## config.mk

```make
export PLATFORM = sky130hd
export DESIGN_NAME = led_result_reader_flat
export DESIGN_NICKNAME = d
export VERILOG_FILES = /design/src/rtl/led_result_reader_if.sv /design/src/rtl/led_result_reader.sv /design/src/flat_wrapper.sv
export SDC_FILE = /design/constraint.sdc
export NUM_CORES = 1
export LEC_CHECK = 0
export ABC_AREA = 1
export BUFFER_PORTS_ARGS = -buffer_cell sky130_fd_sc_hd__buf_2
export CORE_UTILIZATION = 30
export DETAILED_ROUTE_END_ITERATION = 10
export PLACE_DENSITY = 0.59
export SLEW_MARGIN = 20
export SYNTH_ARGS = -nofsm -noshare
export SYNTH_HDL_FRONTEND = slang
export SYNTH_SLANG_ARGS = --single-unit
```

## constraint.sdc

```tcl
create_clock -name clk -period 3.4 [get_ports clk]
set_input_delay 1.02 -clock clk [delete_from_list [all_inputs] [get_ports clk]]
set_output_delay 1.02 -clock clk [all_outputs]
set_load 0.02 [all_outputs]
```

## src/rtl/led_result_reader_if.sv

```systemverilog
// rtl/led_result_reader_if.sv - result-block handshake between cipher core and LED reader
interface led_result_reader_if #(
  parameter int NBYTES = 16
);
  logic [8*NBYTES-1:0] data_in;
  logic                data_valid;
  logic                data_ready;
  logic                mode_in;

  modport master (
    output data_in,
    output data_valid,
    output mode_in,
    input  data_ready
  );

  modport slave (
    input  data_in,
    input  data_valid,
    input  mode_in,
    output data_ready
  );
endinterface

```

## src/rtl/led_result_reader.sv

```systemverilog
// rtl/led_result_reader.sv - shows a captured result block on 8 LEDs, one byte per step press
// Optional LED_READER_PARITY_EN adds a registered parity_led output for the displayed byte.
module led_result_reader #(
  parameter int NBYTES = 16
) (
  input  logic                clk,
  input  logic                reset,
  led_result_reader_if.slave  bus,
  input  logic                step,
  output logic [7:0]          LED,
  output logic [4:0]          state_led,
  output logic                mode_led,
  output logic                busy_led,
  output logic                done
`ifdef LED_READER_PARITY_EN
  ,output logic               parity_led
`endif
);

  localparam int         W    = 8 * NBYTES;
  localparam logic [4:0] LAST = 5'(NBYTES - 1);

  typedef enum logic {IDLE, SHOW} state_t;

  state_t         state, state_n;
  logic [W-1:0]   hold, hold_n, shifted;
  logic [4:0]     idx, idx_n;
  logic           mode_n, done_n;
  logic [7:0]     led_n;
  logic           s1, s2, s3;
  logic           step_edge;

  // Button level crosses into clk here; s3 keeps one cycle of history for edge detection.
  always_ff @(posedge clk or negedge reset) begin
    if (!reset) begin
      s1 <= 1'b0;
      s2 <= 1'b0;
      s3 <= 1'b0;
    end else begin
      s1 <= step;
      s2 <= s1;
      s3 <= s2;
    end
  end

  assign step_edge = s2 & ~s3;

  always_comb begin
    state_n = state;
    hold_n  = hold;
    idx_n   = idx;
    mode_n  = mode_led;
    done_n  = 1'b0;
    case (state)
      IDLE: begin
        if (bus.data_valid) begin
          hold_n  = bus.data_in;
          mode_n  = bus.mode_in;
          idx_n   = 5'd0;
          state_n = SHOW;
        end
      end
      SHOW: begin
        if (step_edge) begin
          if (idx == LAST) begin
            done_n  = 1'b1;
            hold_n  = '0;
            idx_n   = 5'd0;
            state_n = IDLE;
          end else begin
            idx_n = idx + 5'd1;
          end
        end
      end
      default: state_n = IDLE;
    endcase
  end

  // Byte 0 is the most significant byte, so shift the wanted byte up to the top.
  always_comb begin
    shifted = hold_n << {idx_n, 3'b000};
    led_n   = (state_n == SHOW) ? shifted[W-1 -: 8] : 8'h00;
  end

  always_ff @(posedge clk or negedge reset) begin
    if (!reset) begin
      state    <= IDLE;
      hold     <= '0;
      idx      <= 5'd0;
      mode_led <= 1'b0;
      done     <= 1'b0;
      LED      <= 8'h00;
    end else begin
      state    <= state_n;
      hold     <= hold_n;
      idx      <= idx_n;
      mode_led <= mode_n;
      done     <= done_n;
      LED      <= led_n;
    end
  end

`ifdef LED_READER_PARITY_EN
  always_ff @(posedge clk or negedge reset) begin
    if (!reset) parity_led <= 1'b0;
    else        parity_led <= ^led_n;
  end
`endif

  assign bus.data_ready = (state == IDLE);
  assign busy_led       = (state == SHOW);
  assign state_led      = idx;

endmodule

```

## src/flat_wrapper.sv

```systemverilog
// flat-port wrapper written by rule: the top's interface ports become plain ports
module led_result_reader_flat 
#(
  parameter int NBYTES = 16
)
  (clk, reset, step, LED, state_led, mode_led, busy_led, done, bus_data_in, bus_data_valid, bus_mode_in, bus_data_ready);
  led_result_reader_if #(.NBYTES(NBYTES)) bus_i ();
  input  logic clk;
  input  logic reset;
  input  logic step;
  output logic [7:0] LED;
  output logic [4:0] state_led;
  output logic mode_led;
  output logic busy_led;
  output logic done;
  input wire logic [$bits(bus_i.data_in)-1:0] bus_data_in;
  input wire logic [$bits(bus_i.data_valid)-1:0] bus_data_valid;
  input wire logic [$bits(bus_i.mode_in)-1:0] bus_mode_in;
  output wire logic [$bits(bus_i.data_ready)-1:0] bus_data_ready;
  assign bus_i.data_in = bus_data_in;
  assign bus_i.data_valid = bus_data_valid;
  assign bus_i.mode_in = bus_mode_in;
  assign bus_data_ready = bus_i.data_ready;
  led_result_reader #(.NBYTES(NBYTES)) u_core (.clk(clk), .reset(reset), .bus(bus_i), .step(step), .LED(LED), .state_led(state_led), .mode_led(mode_led), .busy_led(busy_led), .done(done));
endmodule
```

==> impl_summary.txt, run 1 <==
----------------------------------------------------
[Power]
  Switching fraction of total power ... 0.4118
  Power density relative to cell area ... 911.7 nW/um^2
  Maximum vdd ir drop ... 0.0004498 V
  Net Switching ... 3411 uW
  Flop pwr share ... 0.342
  Static Leak ... 0.004806 uW
  Cell internal power dissipation ... 4872 uW
  Share of power burned in combinational logic ... 0.434
  Share of power burned in the clock network ... 0.224

[Clocking]
  Clock-pin transition on the worst setup and hold timing paths ... 60 ps
  TritonCTS clock tree ... built
  Total number of H-tree levels ... 4
  Num Clock Sinks ... 147
  Buffer count from post-CTS setup fixing ... 0
  Root buffer cell ... sky130_fd_sc_hd__clkbuf_16
  Hold buffers post-CTS ... 0
  Number of resized instances in the post-cts repair step ... 0
  CTS Buffer Depth ... 2
  Clk Latency, worst-skew pair ... 430 ps
  Cts bufs inserted ... 17

[Synthesis]
  Post-synth top area cell ... sky130_fd_sc_hd__dfrtp_1
  Cell with the most instances after synthesis ... sky130_fd_sc_hd__nand2_1
  Synth warn ... 0
  Largest cells by area after synthesis ... sky130_fd_sc_hd__dfrtp_1, sky130_fd_sc_hd__nand2_1, sky130_fd_sc_hd__nand3_1
  Cell count after synthesis ... 982
  Synthesized flop and latch total ... 147
  Post-synthesis average cell area ... 7.686 sq um
  Dominant register cell in the synthesized netlist ... sky130_fd_sc_hd__dfrtp_1
  Number of different library cells in the post-synthesis netlist ... 28
  Area share of the largest cell type after synthesis ... 0.4874
  Post-synthesis cell area ... 7547 sq um
  Net count after synthesis ... 1116
  Post-synthesis sequential area ratio ... 0.4874
  EDFF count, synth ... 0
  Fraction of registers with async set/reset ... 1.000
  Top cells by count, synth ... sky130_fd_sc_hd__nand2_1, sky130_fd_sc_hd__nand3_1, sky130_fd_sc_hd__dfrtp_1, sky130_fd_sc_hd__buf_2, sky130_fd_sc_hd__nor2_1

[STA]
  Post-layout min period ... 2525 ps
  Endpoints failing hold ... 0
  Final count of pins violating max slew ... 0
  Setup TNS ... 0 ps
  Unrepaired setup endpoints after global routing ... false
  Worst clock skew ... 12.29 ps
  Slew at the pin closest to its max-slew limit ... 632.6 ps
  Slew headroom ... 0.5782
  Peak Freq ... 396.0 MHz
  Worst Slack Setup Final ... 874.6 ps
  Post-route fraction of the period consumed by the critical path ... 0.7428
  Total setup violations reported at the end of the flow ... 0

[Global routing]
  Total grt overflow ... 0
  Busiest layer in global routing ... met2
  Pin count of the biggest net entering global routing ... 69
  Wire length of the first global-routing pass ... 37560 um
  Met2 track demand over resource ... 0.2812
  Initial antenna violation count ... 1
  Met3 usage ... 0.03900
  Vias in the first global route ... 6788
  Met1 usage in global routing ... 0.2621
  Global routing usage summed across all routing layers ... 0.1877

[Setup path]
  Setup slack on the worst flop-to-flop path ... 930 ps
  Worst endpoint data arrival time ... 2870 ps
  Crit Path Max Fanout ... 66
  Critical register-to-register path endpoint ... u_core.LED[5]
  Reg-to-reg startpoint ... u_core.state_led[0]
  Buffers & Inverters on Critical Path ... 3
  Req. time, crit path ... 3750 ps
  Most frequent CP cell ... sky130_fd_sc_hd__nand2_1
  CP Cell Sequence ... buf_2 -> nand2_4 -> inv_2 -> buf_12 -> nand2_1 -> nand2_1 -> nand2_1 -> nand3_1 -> nand3_1 -> nand3_1 -> nand2_1 -> nor2_1
  Category of the most critical setup path ... primary input to register
  Critical-path cell with the highest stage delay ... sky130_fd_sc_hd__buf_2
  Category of cells accounting for the largest share of critical-path delay ... simple AND/OR/NAND/NOR gates
  CP startpoint kind ... primary input
  CP endpoint kind ... register
  Number of cell instances on the worst register-to-register path ... 13
  Critical Path Max Stage Delay ... 420 ps

[Min path]
  Number of cells on the worst hold path ... 0
  HP Class ... register to register
  Start point of the worst hold path ... u_core.s1
  End point of the most critical hold path ... u_core.s2

[Cells and area]
  Final net count ... 1234
  Proportion of layout cells with a drive suffix above 1 ... 0.2221
  Non-filler instance count after layout ... 1436
  Final core area utilization ... 0.3714
  Filler cells ... 2598
  Area added between synthesis and finish ... 20.39%
  Final Cell Area ... 9086 sq um
  Diode count ... 0

[Placed design]
  Half-perimeter wire length after placement ... 16170 um
  I/O Buffers ... 149
  Cell area after placement ... 8509 sq um
  Number of cells after detailed placement ... 1405
  Pre-CTS setup slack ... 457.1 ps
  Global placer's final weighted congestion ... 0.8311

[Drt]
  Vias post-DR ... 6890
  # DRC ... 0
  Drt initial violations ... 482
  Routed via count divided by cell count ... 4.798
  First-pass DRT Iterations ... 5
  Detailed-route wire length ... 23160 um
  Number of nets with antenna violations after detailed routing ... 0
  Routed WL per cell ... 16.13 um

[Die]
  Row count ... 57
  Core area ... 24460 sq um
  I/O Pins ... 150
  Die outline height ... 160.6 um
  Starting Density ... 0.3085
  Total die area ... 25800 sq um
  Horiz. Die Dim ... 160.6 um

[Outcome]
  Result of the run ... complete, no violations

[Job]
  Max capacitance violation total ... 0

----------------------------------------------------
[final cells by class]
class	count	area [sq um]	area share
Sequential cell	147	3679	0.4048
Multi-Input combinational cell	732	3321	0.3655
Timing Repair Buffer	166	967.2	0.1064
Clock buffer	19	442.9	0.04875
Tap cell	324	405.4	0.04462
Inverter	36	137.6	0.01515
Clock inverter	12	133.9	0.01473
[placed cells by master (no fill, tap or decap)]
cell	instances
sky130_fd_sc_hd__clkinv_4	2
sky130_fd_sc_hd__nor2_4	2
sky130_fd_sc_hd__nand2_4	3
sky130_fd_sc_hd__nand3_1	210
sky130_fd_sc_hd__clkinvlp_4	5
sky130_fd_sc_hd__dfrtp_1	147
sky130_fd_sc_hd__ha_1	1
sky130_fd_sc_hd__nand3_2	1
sky130_fd_sc_hd__nand2_2	4
sky130_fd_sc_hd__nor2_1	37
sky130_fd_sc_hd__inv_4	1
sky130_fd_sc_hd__clkinv_2	2
sky130_fd_sc_hd__buf_2	148
sky130_fd_sc_hd__o211ai_1	26
sky130_fd_sc_hd__inv_2	10
sky130_fd_sc_hd__o21ai_0	2
sky130_fd_sc_hd__or2_2	25
sky130_fd_sc_hd__inv_1	25
sky130_fd_sc_hd__nor2_2	2
sky130_fd_sc_hd__buf_6	1
sky130_fd_sc_hd__clkbuf_1	1
sky130_fd_sc_hd__a21oi_1	8
sky130_fd_sc_hd__nor3_1	1
sky130_fd_sc_hd__o21ai_4	1
sky130_fd_sc_hd__clkbuf_16	17
sky130_fd_sc_hd__clkbuf_8	1
sky130_fd_sc_hd__nor3_2	1
sky130_fd_sc_hd__o21bai_1	8
sky130_fd_sc_hd__o21ai_1	2
sky130_fd_sc_hd__buf_12	7
sky130_fd_sc_hd__buf_4	10
sky130_fd_sc_hd__inv_6	1
sky130_fd_sc_hd__nand2_1	397
sky130_fd_sc_hd__bufinv_16	2
sky130_fd_sc_hd__a31oi_4	1
[power by group through the flow]
stage	combinational, uW	sequential (uW)	clock [uW]
after detailed placement	3610	2860	0
final	3600	2830	1860
after floorplan	2540	2860	0
after global routing	4090	2920	1980
after global placement	3580	2830	0
after CTS	3620	2830	1900
[layer usage]
metal / part of all wire / wire length, um
met1: 0.47 / 10770
met5: 0.00035 / 8
met4: 0.029 / 683
met2: 0.45 / 10510
met3: 0.051 / 1184
[worst max path at each step]
stage | startpoint | end | slack [ps] | cells past startpoint
after CTS | bus_data_valid | u_core.LED[1] | 900 | 12
after global routing | u_core.state_led[0] | u_core.LED[1] | 650 | 13
final | bus_data_valid | u_core.LED[1] | 870 | 12
after detailed placement | bus_data_valid | u_core.LED[0] | 460 | 12
after global placement | bus_data_valid | u_core.LED[0] | 460 | 12
after floorplan | bus_data_valid | u_core.LED[5] | 1200 | 11
[metrics by stage]
stage / power, uW / hold slack, ps
after floorplan: 5402 / 331.2
after global placement: 6420 / 339.8
after detailed placement: 6466 / 335.5
after CTS: 8356 / 349.1
after global routing: 8991 / 364.8
final: 8284 / 343.7
[cell families (layout without fill, tap and decap cells)]
logic type | Yosys count | after routing | synth area share
buf+inv | 103 | 233 | 0.07361
simple gates | 683 | 683 | 0.3906
flops | 147 | 147 | 0.4874
fa+ha+maj | 1 | 1 | 0.001658
compound gates | 48 | 48 | 0.04675
[registers in the layout, summed over array words and instances, names as in the netlist]
signal,count
u_core.LED,8
u_core.state_led,5
u_core.s3,1
u_core.hold,128
u_core.done,1
u_core.s1,1
u_core.mode_led,1
u_core.s2,1
u_core.busy_led,1
Power figures use the tool's default switching activity.
==> run 2: changes to the inputs <==
--- a/config.mk
+++ b/config.mk
@@ -5,11 +5,11 @@
 export SDC_FILE = /design/constraint.sdc
 export NUM_CORES = 1
 export LEC_CHECK = 0
-export ABC_AREA = 1
+export ABC_AREA = 0
 export BUFFER_PORTS_ARGS = -buffer_cell sky130_fd_sc_hd__buf_2
 export CORE_UTILIZATION = 30
 export DETAILED_ROUTE_END_ITERATION = 10
-export PLACE_DENSITY = 0.59
+export PLACE_DENSITY = 0.61
 export SLEW_MARGIN = 20
 export SYNTH_ARGS = -nofsm -noshare
 export SYNTH_HDL_FRONTEND = slang
==> constraint.sdc (replaced) <==
create_clock -name clk -period 2.21 [get_ports clk]
set_input_delay 0.663 -clock clk [delete_from_list [all_inputs] [get_ports clk]]
set_output_delay 0.663 -clock clk [all_outputs]
set_load 0.02 [all_outputs]
==> run 2 against run 1 <==
The run now ends with setup timing left. Die area decreased by 6.4%. Count of clock-buffer cells in the layout did not move. Non-clock buffer count rose by 73. Power rose by 49%. Highest routed layer unchanged. First-iteration DRC count shrank 3.5%. Setup slack worse by 940 ps. Sequential power up 66%. Synthesized area fell by 6.5%.
==> impl_summary.txt, run 2 <==
----------------------------------------------------
[Synthesis]
  Post-synthesis sequential area ratio ... 0.5215 (was 0.4874)
  Combinational family with the most area after synthesis ... compound AO/OA/AOI/OAI gates (was simple AND/OR/NAND/NOR gates)
  Dominant register cell in the synthesized netlist ... sky130_fd_sc_hd__dfrtp_1 (unchanged)
  Synthesized flop and latch total ... 147 (unchanged)
  Cell count after synthesis ... 795 (was 982)
  Adder and majority gate portion of the synthesized area ... 0.001774 (was 0.001658)
  Largest cells by area after synthesis ... sky130_fd_sc_hd__dfrtp_1, sky130_fd_sc_hd__nand2_1, sky130_fd_sc_hd__o21ai_0 (was sky130_fd_sc_hd__dfrtp_1, sky130_fd_sc_hd__nand2_1, sky130_fd_sc_hd__nand3_1)
  Mux contribution to synthesized area ... 0.002838 (was 0)
  Cell with the most instances after synthesis ... sky130_fd_sc_hd__nand2_1 (unchanged)
  Fraction of registers with async set/reset ... 1.000 (unchanged)
  Fraction of the mapped netlist area in compound gates ... 0.2329 (was 0.04675)
  Post-synthesis average cell area ... 8.873 sq um (was 7.686 sq um)
  Xor and xnor area share after synthesis ... 0.001242 (was 0)
  Synth warn ... 0 (unchanged)
  Post-synthesis cell area ... 7054 sq um (was 7547 sq um)
  Area share of the largest cell type after synthesis ... 0.5215 (was 0.4874)
  Number of different library cells in the post-synthesis netlist ... 50 (was 28)
  Top cells by count, synth ... sky130_fd_sc_hd__nand2_1, sky130_fd_sc_hd__dfrtp_1, sky130_fd_sc_hd__o21ai_0, sky130_fd_sc_hd__a21oi_1, sky130_fd_sc_hd__clkbuf_1 (was sky130_fd_sc_hd__nand2_1, sky130_fd_sc_hd__nand3_1, sky130_fd_sc_hd__dfrtp_1, sky130_fd_sc_hd__buf_2, sky130_fd_sc_hd__nor2_1)
  Net count after synthesis ... 929 (was 1116)
  Post-synth top area cell ... sky130_fd_sc_hd__dfrtp_1 (unchanged)
  EDFF count, synth ... 0 (unchanged)
  Simple-gate share of the synthesized area ... 0.1940 (was 0.3906)

[Drt]
  # DRC ... 0 (unchanged)
  Drt initial violations ... 465 (was 482)
  Routed via count divided by cell count ... 5.052 (was 4.798)
  First-pass DRT Iterations ... 5 (unchanged)
  Number of nets with antenna violations after detailed routing ... 0 (unchanged)
  Routed WL per cell ... 18.31 um (was 16.13 um)
  Detailed-route wire length ... 24080 um (was 23160 um)
  Vias post-DR ... 6644 (was 6890)

[Setup path]
  Critical register-to-register path endpoint ... u_core.LED[4] (was u_core.LED[5])
  Category of the most critical setup path ... register to register (was primary input to register)
  Category of cells accounting for the largest share of critical-path delay ... simple AND/OR/NAND/NOR gates (unchanged)
  Reg-to-reg startpoint ... u_core.state_led[1] (was u_core.state_led[0])
  Critical Path Max Stage Delay ... 390 ps (was 420 ps)
  Critical-path cell with the highest stage delay ... sky130_fd_sc_hd__dfrtp_2 (was sky130_fd_sc_hd__buf_2)
  Crit Path Max Fanout ... 8 (was 66)
  CP endpoint kind ... register (unchanged)
  Worst endpoint data arrival time ... 2580 ps (was 2870 ps)
  Number of cell instances on the worst register-to-register path ... 8 (was 13)
  Buffers & Inverters on Critical Path ... 0 (was 3)
  Setup slack on the worst flop-to-flop path ... -70 ps (was 930 ps)
  CP Cell Sequence ... ha_4 -> nand4b_4 -> and3_4 -> or2_4 -> a221o_1 -> o221ai_2 -> nor2_1 -> or3_1 (was buf_2 -> nand2_4 -> inv_2 -> buf_12 -> nand2_1 -> nand2_1 -> nand2_1 -> nand3_1 -> nand3_1 -> nand3_1 -> nand2_1 -> nor2_1)
  CP startpoint kind ... register (was primary input)
  Req. time, crit path ... 2510 ps (was 3750 ps)

[Placed design]
  Global placer's final weighted congestion ... 0.8663 (was 0.8311)
  I/O Buffers ... 149 (unchanged)
  Half-perimeter wire length after placement ... 17530 um (was 16170 um)

[STA]
  Post-layout min period ... 2279 ps
  Endpoints failing hold ... 0 (unchanged)
  Worst Slack Setup Final ... -69.14 ps (was 874.6 ps)
  Setup TNS ... -237.3 ps (was 0 ps)
  Peak Freq ... 438.8 MHz
  Total setup violations reported at the end of the flow ... 6 (was 0)
  Unrepaired setup endpoints after global routing ... true (was false)
  Slew at the pin closest to its max-slew limit ... 921.9 ps (was 632.6 ps)
  Slew headroom ... 0.3831 (was 0.5782)
  Worst hold slack after final layout ... 143.0 ps (was 343.7 ps)
  Worst clock skew ... 8.933 ps (was 12.29 ps)
  Final count of pins violating max slew ... 0 (unchanged)
  Post-route fraction of the period consumed by the critical path ... 1.031

[Clocking]
  TritonCTS clock tree ... built (unchanged)
  Hold buffers post-CTS ... 0 (unchanged)
  Clk Latency, worst-skew pair ... 430 ps (about the same)
  Root buffer cell ... sky130_fd_sc_hd__clkbuf_16 (unchanged)
  Cts bufs inserted ... 17 (unchanged)
  Num Clock Sinks ... 147 (unchanged)
  Clock-pin transition on the worst setup and hold timing paths ... 60 ps (about the same)
  Total number of H-tree levels ... 4 (unchanged)
  CTS Buffer Depth ... 2 (unchanged)

[Power]
  Static Leak ... 0.004483 uW (was 0.004806 uW)
  Power density relative to cell area ... 1299 nW/um^2 (was 911.7 nW/um^2)
  Power consumption ... 12350 uW (was 8284 uW)
  Maximum vdd ir drop ... 0.0004687 V (was 0.0004498 V)

[Global routing]
  Global routing usage summed across all routing layers ... 0.2060 (was 0.1877)
  Total grt overflow ... 0 (unchanged)
  Initial antenna violation count ... 1 (unchanged)
  Wire length of the first global-routing pass ... 37310 um (was 37560 um)
  Vias in the first global route ... 6541 (was 6788)
  Pin count of the biggest net entering global routing ... 54 (was 69)

[Outcome]
  Result of the run ... finished with violations (was complete, no violations)
  Failing checks ... setup timing

[Cells and area]
  Diode count ... 0 (unchanged)
  Proportion of layout cells with a drive suffix above 1 ... 0.3014 (was 0.2221)
  Filler cells ... 2346 (was 2598)
  Flip-flop count of the largest register, all copies and words added ... 128 (unchanged)
  Most frequent cells in the layout ... sky130_fd_sc_hd__nand2_1, sky130_fd_sc_hd__buf_2, sky130_fd_sc_hd__dfrtp_1 (was sky130_fd_sc_hd__nand2_1, sky130_fd_sc_hd__nand3_1, sky130_fd_sc_hd__buf_2)
  Biggest register ... u_core.hold (unchanged)
  Final net count ... 1124 (was 1234)
  Area added between synthesis and finish ... 34.73% (was 20.39%)
  Most common cell after layout, fill and taps aside ... sky130_fd_sc_hd__nand2_1 (unchanged)

[Min path]
  HP Class ... primary input to asynchronous set/reset pin (was register to register)

[Die]
  Die outline height ... 155.3 um (was 160.6 um)
  Row count ... 55 (was 57)
  I/O Pins ... 150 (unchanged)
  Starting Density ... 0.3088 (was 0.3085)
  Total die area ... 24130 sq um (was 25800 sq um)
  Core area ... 22850 sq um (was 24460 sq um)
  Horiz. Die Dim ... 155.3 um (was 160.6 um)

[Job]
  Max capacitance violation total ... 0 (unchanged)

----------------------------------------------------
==> run 2: final cells by class <==
type | count | area (sq um) | area share
Clock buffer | 19 | 442.9 | 0.04660
Sequential cell | 147 | 3682 | 0.3874
Tap cell | 313 | 391.6 | 0.04121
Timing Repair Buffer | 239 | 1541 | 0.1622
Multi-Input combinational cell | 571 | 3256 | 0.3425
Clock inverter | 12 | 132.6 | 0.01395
Inverter | 14 | 57.56 | 0.006056
==> run 2: report_power, final <==
group	internal [uW]	switching, uW
combinational	2280	2510
sequential	3830	879
clock	1690	1160
==> run 2: per-stage QoR <==
step                  util  setup WS [ps]  cells  area, sq um
floorplan                -         -117.9    795         7103
global placement    0.3796         -242.2   1273         8673
detailed placement  0.3796         -307.3   1273         8673
CTS                 0.4111         -55.13   1311         9393
global route        0.4160         -144.7   1315         9504
finish              0.4160         -69.14   1315         9504
==> run 2: worst reg2reg max path, delay by kind of cell (launching register included) <==
family	cells	cell delay, ps
AOI/OAI and AO/OA	2	550
adders and majority gates	1	170
DFF	1	390
and+or+nand+nor	5	1050
==> run 2: worst max-delay path by stage <==
| stage | end | cells after the start | start | slack [ps] |
|---|---|---|---|---|
| global route | u_core.LED[3] | 11 | u_core.state_led[1] | -140 |
| CTS | u_core.LED[4] | 9 | u_core.state_led[0] | -60 |
| floorplan | u_core.LED[4] | 9 | u_core.state_led[0] | -120 |
| finish | u_core.LED[4] | 8 | u_core.state_led[1] | -70 |
| global placement | u_core.LED[6] | 9 | bus_data_valid | -240 |
| detailed placement | u_core.LED[5] | 8 | bus_data_valid | -310 |
==> run 2: cells by family after synthesis <==
logic type / after synthesis
fa+ha+maj: 1
mux: 2
compound gates: 250
xor+xnor: 1
flops: 147
buf+inv: 77
simple gates: 317
==> run 2: per-layer routing <==
metal  global-route usage  part of all wire  vias up
met1               0.3004              0.47     3185
met5                    0           0.00033        -
met2               0.2962              0.44      234
li1                     -                 -     3192
met3              0.04958             0.064       31
met4              0.06863             0.022        2
==> run 2: timing repair <==
action                                  CTS  global route
pin swaps                                18            18
gates resized for setup                  24            11
buffers inserted                          7             4
endpoints found under the setup margin    8            86
==> run 3: changes to the inputs <==
--- a/config.mk
+++ b/config.mk
@@ -7,6 +7,7 @@
 export LEC_CHECK = 0
 export ABC_AREA = 0
 export BUFFER_PORTS_ARGS = -buffer_cell sky130_fd_sc_hd__buf_2
+export CORE_ASPECT_RATIO = 0.6
 export CORE_UTILIZATION = 30
 export DETAILED_ROUTE_END_ITERATION = 10
 export PLACE_DENSITY = 0.61
==> run 3 against run 2 <==
Final cell count up 0.68%. Sequential share of layout area down 0.77 points. Critical path depth up 3. Sequential cell count unchanged. Setup slack worse by 47 ps. Clock power up 13%. Power up 5.7%. The flow still finishes with violations (setup timing). Design area up 2.1%. Via count up 5.4%. Maximum frequency down 2.0%. Global-route usage up 1.9 points. Highest routed layer unchanged.
==> impl_summary.txt, run 3 (synthesized netlist as in run 2, its figures left out) <==
----------------------------------------------------
[Setup path]
  Req. time, crit path ... 2580 ps (was 2510 ps)
  Category of cells accounting for the largest share of critical-path delay ... simple AND/OR/NAND/NOR gates (unchanged)
  Buffers & Inverters on Critical Path ... 4 (was 0)
  CP Cell Sequence ... ha_4 -> buf_6 -> nand3b_1 -> xnor2_2 -> nor3b_4 -> buf_4 -> nor2b_1 -> buf_4 -> buf_6 -> nand4_1 -> nand3_1 (was ha_4 -> nand4b_4 -> and3_4 -> or2_4 -> a221o_1 -> o221ai_2 -> nor2_1 -> or3_1)
  Critical-path cell with the highest stage delay ... sky130_fd_sc_hd__dfrtp_2 (unchanged)
  Critical Path Max Stage Delay ... 420 ps (was 390 ps)
  CP startpoint kind ... register (unchanged)
  Category of the most critical setup path ... register to register (unchanged)
  Crit Path Max Fanout ... 5 (was 8)
  CP endpoint kind ... register (unchanged)
  Worst endpoint data arrival time ... 2700 ps (was 2580 ps)

[Clocking]
  Clock-pin transition on the worst setup and hold timing paths ... 70 ps (was 60 ps)
  Cts bufs inserted ... 17 (unchanged)
  TritonCTS clock tree ... built (unchanged)
  Root buffer cell ... sky130_fd_sc_hd__clkbuf_16 (unchanged)
  Hold buffers post-CTS ... 0 (unchanged)
  CTS Buffer Depth ... 2 (unchanged)
  Clk Latency, worst-skew pair ... 440 ps (was 430 ps)
  Total number of H-tree levels ... 4 (unchanged)
  Num Clock Sinks ... 147 (unchanged)

[Die]
  I/O Pins ... 150 (unchanged)
  Total die area ... 24150 sq um (was 24130 sq um)
  Starting Density ... 0.3056 (was 0.3088)
  Die outline height ... 120.8 um (was 155.3 um)
  Row count ... 43 (was 55)
  Horiz. Die Dim ... 200.0 um (was 155.3 um)
  Core area ... 23080 sq um (was 22850 sq um)

[STA]
  Setup TNS ... -501.9 ps (was -237.3 ps)
  Slew at the pin closest to its max-slew limit ... 611.6 ps (was 921.9 ps)
  Peak Freq ... 430.0 MHz (was 438.8 MHz)
  Post-layout min period ... 2326 ps (was 2279 ps)
  Post-route fraction of the period consumed by the critical path ... 1.052 (was 1.031)
  Worst clock skew ... 14.15 ps (was 8.933 ps)
  Unrepaired setup endpoints after global routing ... true (unchanged)
  Worst Slack Setup Final ... -115.8 ps (was -69.14 ps)
  Slew headroom ... 0.5918 (was 0.3831)
  Total setup violations reported at the end of the flow ... 8 (was 6)
  Final count of pins violating max slew ... 0 (unchanged)
  Endpoints failing hold ... 0 (unchanged)

[Placed design]
  Half-perimeter wire length after placement ... 19250 um (was 17530 um)
  Global placer's final weighted congestion ... 0.9179 (was 0.8663)
  I/O Buffers ... 149 (unchanged)
  Number of cells after detailed placement ... 1276 (was 1273)
  Pre-CTS setup slack ... -401.0 ps (was -307.3 ps)

[Min path]
  HP Class ... primary input to asynchronous set/reset pin (unchanged)

[Global routing]
  Initial antenna violation count ... 1 (unchanged)
  Pin count of the biggest net entering global routing ... 64 (was 54)
  Total grt overflow ... 0 (unchanged)
  Vias in the first global route ... 6472 (was 6541)
  Global routing usage summed across all routing layers ... 0.2254 (was 0.2060)
  Wire length of the first global-routing pass ... 39630 um (was 37310 um)

[Drt]
  # DRC ... 0 (unchanged)
  First-pass DRT Iterations ... 6 (was 5)
  Routed met1 length ... 13460 um (was 11400 um)
  Metal2 WL ... 10760 um (was 10600 um)
  Number of nets with antenna violations after detailed routing ... 0 (unchanged)
  Vias post-DR ... 7001 (was 6644)
  Routed WL per cell ... 20.74 um (was 18.31 um)
  Met3 WL post-DR ... 2965 um (was 1533 um)
  Highest routing layer actually used ... met5 (unchanged)
  Drt initial violations ... 591 (was 465)
  Routed via count divided by cell count ... 5.288 (was 5.052)
  Detailed-route wire length ... 27460 um (was 24080 um)

[Outcome]
  Result of the run ... finished with violations (unchanged)
  Failing checks ... setup timing (unchanged)

[Cells and area]
  Most common cell after layout, fill and taps aside ... sky130_fd_sc_hd__nand2_1 (unchanged)
  Area added between synthesis and finish ... 37.57% (was 34.73%)
  Most frequent cells in the layout ... sky130_fd_sc_hd__nand2_1, sky130_fd_sc_hd__buf_2, sky130_fd_sc_hd__dfrtp_1 (unchanged)
  Non-filler instance count after layout ... 1324 (was 1315)
  Proportion of layout cells with a drive suffix above 1 ... 0.3181 (was 0.3014)
  Flip-flop count of the largest register, all copies and words added ... 128 (unchanged)
  Diode count ... 0 (unchanged)
  Final net count ... 1131 (was 1124)
  Final core area utilization ... 0.4204 (was 0.4160)
  Biggest register ... u_core.hold (unchanged)

[Power]
  Power density relative to cell area ... 1345 nW/um^2 (was 1299 nW/um^2)
  Share of power burned in combinational logic ... 0.387 (about the same)
  Share of power burned in the clock network ... 0.246 (was 0.231)
  Static Leak ... 0.004582 uW (was 0.004483 uW)
  Flop pwr share ... 0.367 (was 0.382)
  Power consumption ... 13050 uW (was 12350 uW)
  Net Switching ... 4865 uW (was 4550 uW)
  Switching fraction of total power ... 0.3728 (was 0.3685)
  Maximum vdd ir drop ... 0.0005906 V (was 0.0004687 V)
  Cell internal power dissipation ... 8187 uW (was 7799 uW)

[Job]
  Max capacitance violation total ... 0 (unchanged)

----------------------------------------------------
==> run 3: path summary, 6_finish.rpt <==
path	startpoint	end	slack, ps	cells past startpoint
worst max-delay path	u_core.state_led[0]	u_core.LED[7]	-120	11
worst min-delay path	reset	u_core.hold[90]	120	1
worst max register to register	u_core.state_led[0]	u_core.LED[7]	-120	11
worst min register to register	u_core.s1	u_core.s2	360	0
max in group asynchronous	reset	u_core.hold[79]	1420	2
min in group clk	step	u_core.s1	340	1
==> run 3: metal layers <==
metal / track usage / up-vias
met3: 0.07392 / 24
met5: 0 / -
met1: 0.3530 / 3402
li1: - / 3208
met2: 0.2938 / 365
met4: 0.04103 / 2
==> run 3: area by class of cell <==
type | count | area (sq um)
Fill cell | 2261 | 13380
Sequential cell | 147 | 3685
Timing Repair Buffer | 243 | 1657
Clock buffer | 22 | 484.2
Multi-Input combinational cell | 574 | 3268
Tap cell | 315 | 394.1
Clock inverter | 9 | 151.4
Inverter | 14 | 65.06
==> run 3: power by group through the flow <==
stage | clock [uW] | sequential [uW] | combinational (uW)
3_3_place_gp | 0 | 4770 | 4410
3_5_place_dp | 0 | 4750 | 4530
2_1_floorplan | 0 | 4470 | 2740
6_report | 3210 | 4790 | 5060
5_1_grt | 3330 | 4870 | 5510
4_1_cts | 3220 | 4730 | 4750
==> run 3: metrics by stage <==
stage / instance area [sq um] / hold WS [ps]
3_5_place_dp: 8683 / 340.4
3_3_place_gp: 8683 / 335.3
5_1_grt: 9704 / 128.1
6_report: 9704 / 122.4
2_1_floorplan: 7103 / 331.2
4_1_cts: 9502 / 117.2
==> run 3: timing repair <==
item	CTS	global route
cloned	2	4
pin swaps	7	12
resized for setup	31	24
buffers inserted	3	9
setup endpoints to repair	26	46
==> run 3: worst reg2reg max path, delay by kind of cell (launching register included) <==
kind	cells	cell delay, ps
xor+xnor	1	260
fa+ha+maj	1	170
buf+inv	4	550
flops	1	420
simple gates	5	870
